===== src/rtl/peripheral_divider.sv =====
// peripheral_divider: memory-mapped 32-bit unsigned restoring divider, 32-cycle fixed latency.
module peripheral_divider #(
  parameter int clk_freq = 25000000
) (
  input  logic        clk,
  input  logic        resetn,
  input  logic [31:0] d_in,
  input  logic        cs,
  input  logic [2:0]  addr,
  input  logic        rd,
  input  logic        wr,
  output logic [31:0] d_out
);
  localparam int unused_clk_freq = clk_freq;
  typedef enum logic {IDLE, RUN} state_e;
  state_e      state_q;
  logic [31:0] a_q, b_q, q_q, r_q, wq_q, wd_q, pr_q, d_out_q;
  logic [4:0]  cnt_q;
  logic        busy_q, done_q;
  logic        wr_en, rd_en, start;
  logic [32:0] t_d;
  logic [31:0] pr_d, wq_d, rdata_d;
  assign wr_en = cs & wr;
  assign rd_en = cs & rd;
  assign start = wr_en && addr == 3'd2 && d_in[0] && state_q == IDLE;
  // A negative trial difference means the divisor did not fit: restore the shifted remainder.
  assign t_d  = {pr_q, wq_q[31]} - {1'b0, wd_q};
  assign pr_d = t_d[32] ? {pr_q[30:0], wq_q[31]} : t_d[31:0];
  assign wq_d = {wq_q[30:0], ~t_d[32]};
  always_comb begin
    rdata_d = 32'd0;
    case (addr)
      3'd0: rdata_d = a_q;
      3'd1: rdata_d = b_q;
      3'd3: rdata_d = q_q;
      3'd4: rdata_d = r_q;
      3'd5: rdata_d = {30'd0, busy_q, done_q};
      default: rdata_d = 32'd0;
    endcase
  end
  always_ff @(posedge clk) begin
    if (!resetn) begin
      state_q <= IDLE;
      a_q     <= '0;
      b_q     <= '0;
      q_q     <= '0;
      r_q     <= '0;
      wq_q    <= '0;
      wd_q    <= '0;
      pr_q    <= '0;
      cnt_q   <= '0;
      busy_q  <= 1'b0;
      done_q  <= 1'b0;
      d_out_q <= '0;
    end else begin
      if (rd_en) d_out_q <= rdata_d;
      if (wr_en && addr == 3'd0) a_q <= d_in;
      if (wr_en && addr == 3'd1) b_q <= d_in;
      case (state_q)
        IDLE: if (start) begin
          wq_q    <= a_q;
          wd_q    <= b_q;
          pr_q    <= '0;
          cnt_q   <= '0;
          busy_q  <= 1'b1;
          done_q  <= 1'b0;
          state_q <= RUN;
        end
        RUN: begin
          wq_q  <= wq_d;
          pr_q  <= pr_d;
          cnt_q <= cnt_q + 5'd1;
          if (cnt_q == 5'd31) begin
            q_q     <= wq_d;
            r_q     <= pr_d;
            busy_q  <= 1'b0;
            done_q  <= 1'b1;
            state_q <= IDLE;
          end
        end
        default: state_q <= IDLE;
      endcase
    end
  end
  assign d_out = d_out_q;
endmodule


===== config.mk =====
export PLATFORM = sky130hd
export DESIGN_NAME = peripheral_divider
export DESIGN_NICKNAME = d
export VERILOG_FILES = /design/src/rtl/peripheral_divider.sv
export SDC_FILE = /design/constraint.sdc
export NUM_CORES = 1
export LEC_CHECK = 0
export BUFFER_PORTS_ARGS = -buffer_cell sky130_fd_sc_hd__buf_2
export CORE_ASPECT_RATIO = 1.25
export CORE_MARGIN = 2
export CORE_UTILIZATION = 61
export DETAILED_ROUTE_END_ITERATION = 8
export HOLD_SLACK_MARGIN = 0.15
export PLACE_DENSITY_LB_ADDON = 0.1
export SYNTH_ARGS = -nofsm -noshare
export SYNTH_HDL_FRONTEND = slang
export SYNTH_SLANG_ARGS = --single-unit

===== constraint.sdc =====
create_clock -name clk -period 2.98 [get_ports clk]
set_input_delay 0.149 -clock clk [delete_from_list [all_inputs] [get_ports clk]]
set_output_delay 0.149 -clock clk [all_outputs]
set_load 0.05 [all_outputs]

==> run_results.csv <==
group,metric,value,unit
synth,synthesis.nets,1543,
synth,yosys.area.top_type,"dfxtp_1",
synth,syn-cell-area,12310,um2
sta,worst_slew_pin_slew,839.9,ps
run_status,status,"finished clean",
global_routing,antenna_found_initial,0,
layout,final_cell_mix,"nand2_1, dfxtp_1, a21oi_1, buf_2, buf_4",
power_and_ir_drop,peakVddDrop,476.9,uV
floorplan,die_x,131.1,um
sta,hold_violations,0,
critical_path,worstSetupStartpointType,"flip-flop",
drt,drcViolationCount,0,
sta,rsz0062_at_grt,"yes",
drt,num_vias,10770,
synth,synth_top_area_share,42.92,%
global_routing,grt_pass1_vias,10310,
critical_path,path_max_fanout,12,
drt,wire_per_inst,17.97,um
layout,diodes,0,
global_routing,grt_remaining_overflow,0,
synth,ys.flop_type,"dfxtp_1",
placed_design,port_buffers,71,
synth,synth.area.top_cells,"dfxtp_1, nand2_1, mux2i_1, a22oi_1, a21oi_1",
synth,synth_seq_area_share,42.92,%
floorplan,die_area,21350,um2
floorplan,row_count,58,
drt,dr.pass1.iters,5,
sta,setup_tns,0,ps
clock_tree,cts_tree,"yes",
floorplan,io_pins,72,
synth,synth_cells,1468,
floorplan,die_height,162.9,um
global_routing,grt_pass1_wl,53110,um
placed_design,place.gp.congestion,0.8651,
sta,fmax,340.3,MHz
layout,utilization,73.43,%
layout,fillers,1534,
clock_tree,cts_inserted_buffers,27,
sta,fin_crit,2939,ps
critical_path,worstPathArrival,3320,ps
worst_hold_path,hold_class,"in -> reg",
critical_path,end_kind,"flip-flop",
drt,first_iter_violations,774,
synth,yosys_warnings,0,
sta,finalCritPeriodShare,98.62,%
placed_design,dp_hpwl,22350,um
sta,maxSlewViolCount,0,
clock_tree,htreeDepth,1,
clock_tree,cts.sinks,264,
clock_tree,clk_transition_reported_paths,60,ps
synth,synthArstFlopShare,0,%
synth,synthDistinctLibCells,61,
drt,drtAntennaViolNets,0,
synth,synth.avg_cell_area,8.388,um2
clock_tree,clock_latency,540,ps
clock_tree,clk_path_buf_depth,3,
power_and_ir_drop,p_leak,0.005537,uW
synth,synth-edff-count,0,
drt,wirelength,33360,um
layout,area_delta_synth_final,19.00,%
sta,clock_skew,17.08,ps
global_routing,grt_max_degree,107,
power_and_ir_drop,powerDensity,495.2,nW/um2
floorplan,initial_core_util,61.71,%
floorplan,coreArea,19960,um2
layout,drive_gt1_share,15.01,%
synth,synth-seq-cells,264,
critical_path,crit_required,3360,ps
clock_tree,root_buffer,"clkbuf_16",
layout,final_common_cell,"nand2_1",
run,cap_violations,0,
global_routing,grt_use_total,30.96,%
drt,avgViaCountPerCell,5.803,
sta,setup_viol,0,
layout,layout.nets,1642,
critical_path,critPathKind,"reg -> reg",
sta,slew_headroom,44.01,%
-- routing by layer --
| metal | share of wire (%) | global-route usage (%) |
|---|---|---|
| met4 | 1.8 | 7.350 |
| met5 | 0 | 0 |
| met3 | 5.0 | 3.975 |
| met1 | 46 | 43.38 |
| met2 | 47 | 50.78 |
-- power breakdown --
part | leakage [uW] | switching, uW | total (uW) | internal (uW)
clock network | 0.000432 | 1390 | 3400 | 2010
registers | 0.00213 | 10.9 | 3550 | 3540
logic | 0.00298 | 181 | 302 | 120
total | 0.00554 | 1590 | 7260 | 5670
-- flip-flops by register name (all words and copies together) (netlist names) --
name	count
pr_q	32
r_q	32
d_out	32
wq_q	32
done_q	1
wd_q	32
q_q	32
busy_q	1
state_q	1
b_q	32
cnt_q	5
a_q	32
-- worst paths after layout --
kind,to,slack (ps),from,cells past startpoint
worst max-delay path,pr_q[19]$_SDFFE_PN0P_,40,wq_q[31]$_SDFFE_PN0P_,13
worst max register to register,pr_q[19]$_SDFFE_PN0P_,40,wq_q[31]$_SDFFE_PN0P_,13
worst min register to register,wd_q[18]$_SDFFE_PN0P_,450,wd_q[18]$_SDFFE_PN0P_,2
worst min-delay path,d_out[1]$_SDFFE_PN0P_,230,addr[1],4
-- critical path, stage by stage (launching register included) --
cell	delay, ps
dfxtp_2	330
inv_2	50
ha_4	150
fa_2	340
nor2b_2	150
o2111ai_2	130
a21oi_2	190
o21ai_2	110
a31oi_4	250
o221ai_4	170
xnor2_4	310
buf_12	210
mux2i_2	260
o21ai_1	120
-- synth_stat cells (6+ instances only) --
| cell type | instances |
|---|---|
| a22oi_1 | 67 |
| nor2_1 | 24 |
| nand3_1 | 8 |
| o21ai_1 | 68 |
| a21oi_1 | 92 |
| clkbuf_1 | 95 |
| ha_1 | 34 |
| a21boi_1 | 58 |
| a21o_1 | 15 |
| and2_1 | 37 |
| o21a_1 | 7 |
| a22o_1 | 33 |
| mux2i_1 | 59 |
| o21ai_0 | 37 |
| dfxtp_1 | 264 |
| xnor2_1 | 19 |
| nor2b_1 | 41 |
| nand2_1 | 331 |
| xor2_1 | 11 |
| a21boi_0 | 39 |
| inv_1 | 40 |
| a2bb2oi_1 | 6 |
-- repair_timing --
action | CTS | global route
pin swaps | 8 | 12
setup buffers | 6 | 2
endpoints found under the hold margin | 74 | 0
endpoints found under the setup margin | 60 | 64
gates cloned | 1 | 0
hold buffers | 33 | 0
resized for setup | 23 | 23
-- metrics by stage --
step / hold slack [ps] / total power (uW) / instances / area, um2 / worst slack (ps)
3_3_place_gp: 406.5 / 3883 / 1767 / 13140 / -45.31
5_1_grt: 268.9 / 7433 / 1856 / 14650 / -59.04
4_1_cts: 214.5 / 7269 / 1855 / 14540 / 10.24
3_5_place_dp: 412.5 / 3885 / 1767 / 13140 / -155.2
6_report: 231.3 / 7257 / 1856 / 14650 / 41.23
2_1_floorplan: 283.8 / 3779 / 1468 / 12310 / 221.8
-- kinds of logic (layout without fill, tap and decap cells) --
group                    Yosys count  count (layout)  synth area share, %
AND/OR/NAND/NOR                  468             468                16.53
AO/OA/AOI/OAI                    459             459                24.71
flip-flops                       264             264                42.92
buffers and inverters            147             265                4.674
multiplexers                      64              64                5.283
adder cells (fa/ha/maj)           35              35                3.617
XOR/XNOR                          31              31                2.266
-- cell type report --
type,count,area (um2),share of cell area [%]
Clock buffer,41,798.3,5.447
Clock inverter,7,90.09,0.6148
Inverter,40,150.1,1.025
Multi-Input combinational cell,1057,6709,45.78
Sequential cell,264,5288,36.08
Tap cell,270,337.8,2.305
Timing Repair Buffer,177,1281,8.743
Power figures use the tool's default switching activity.
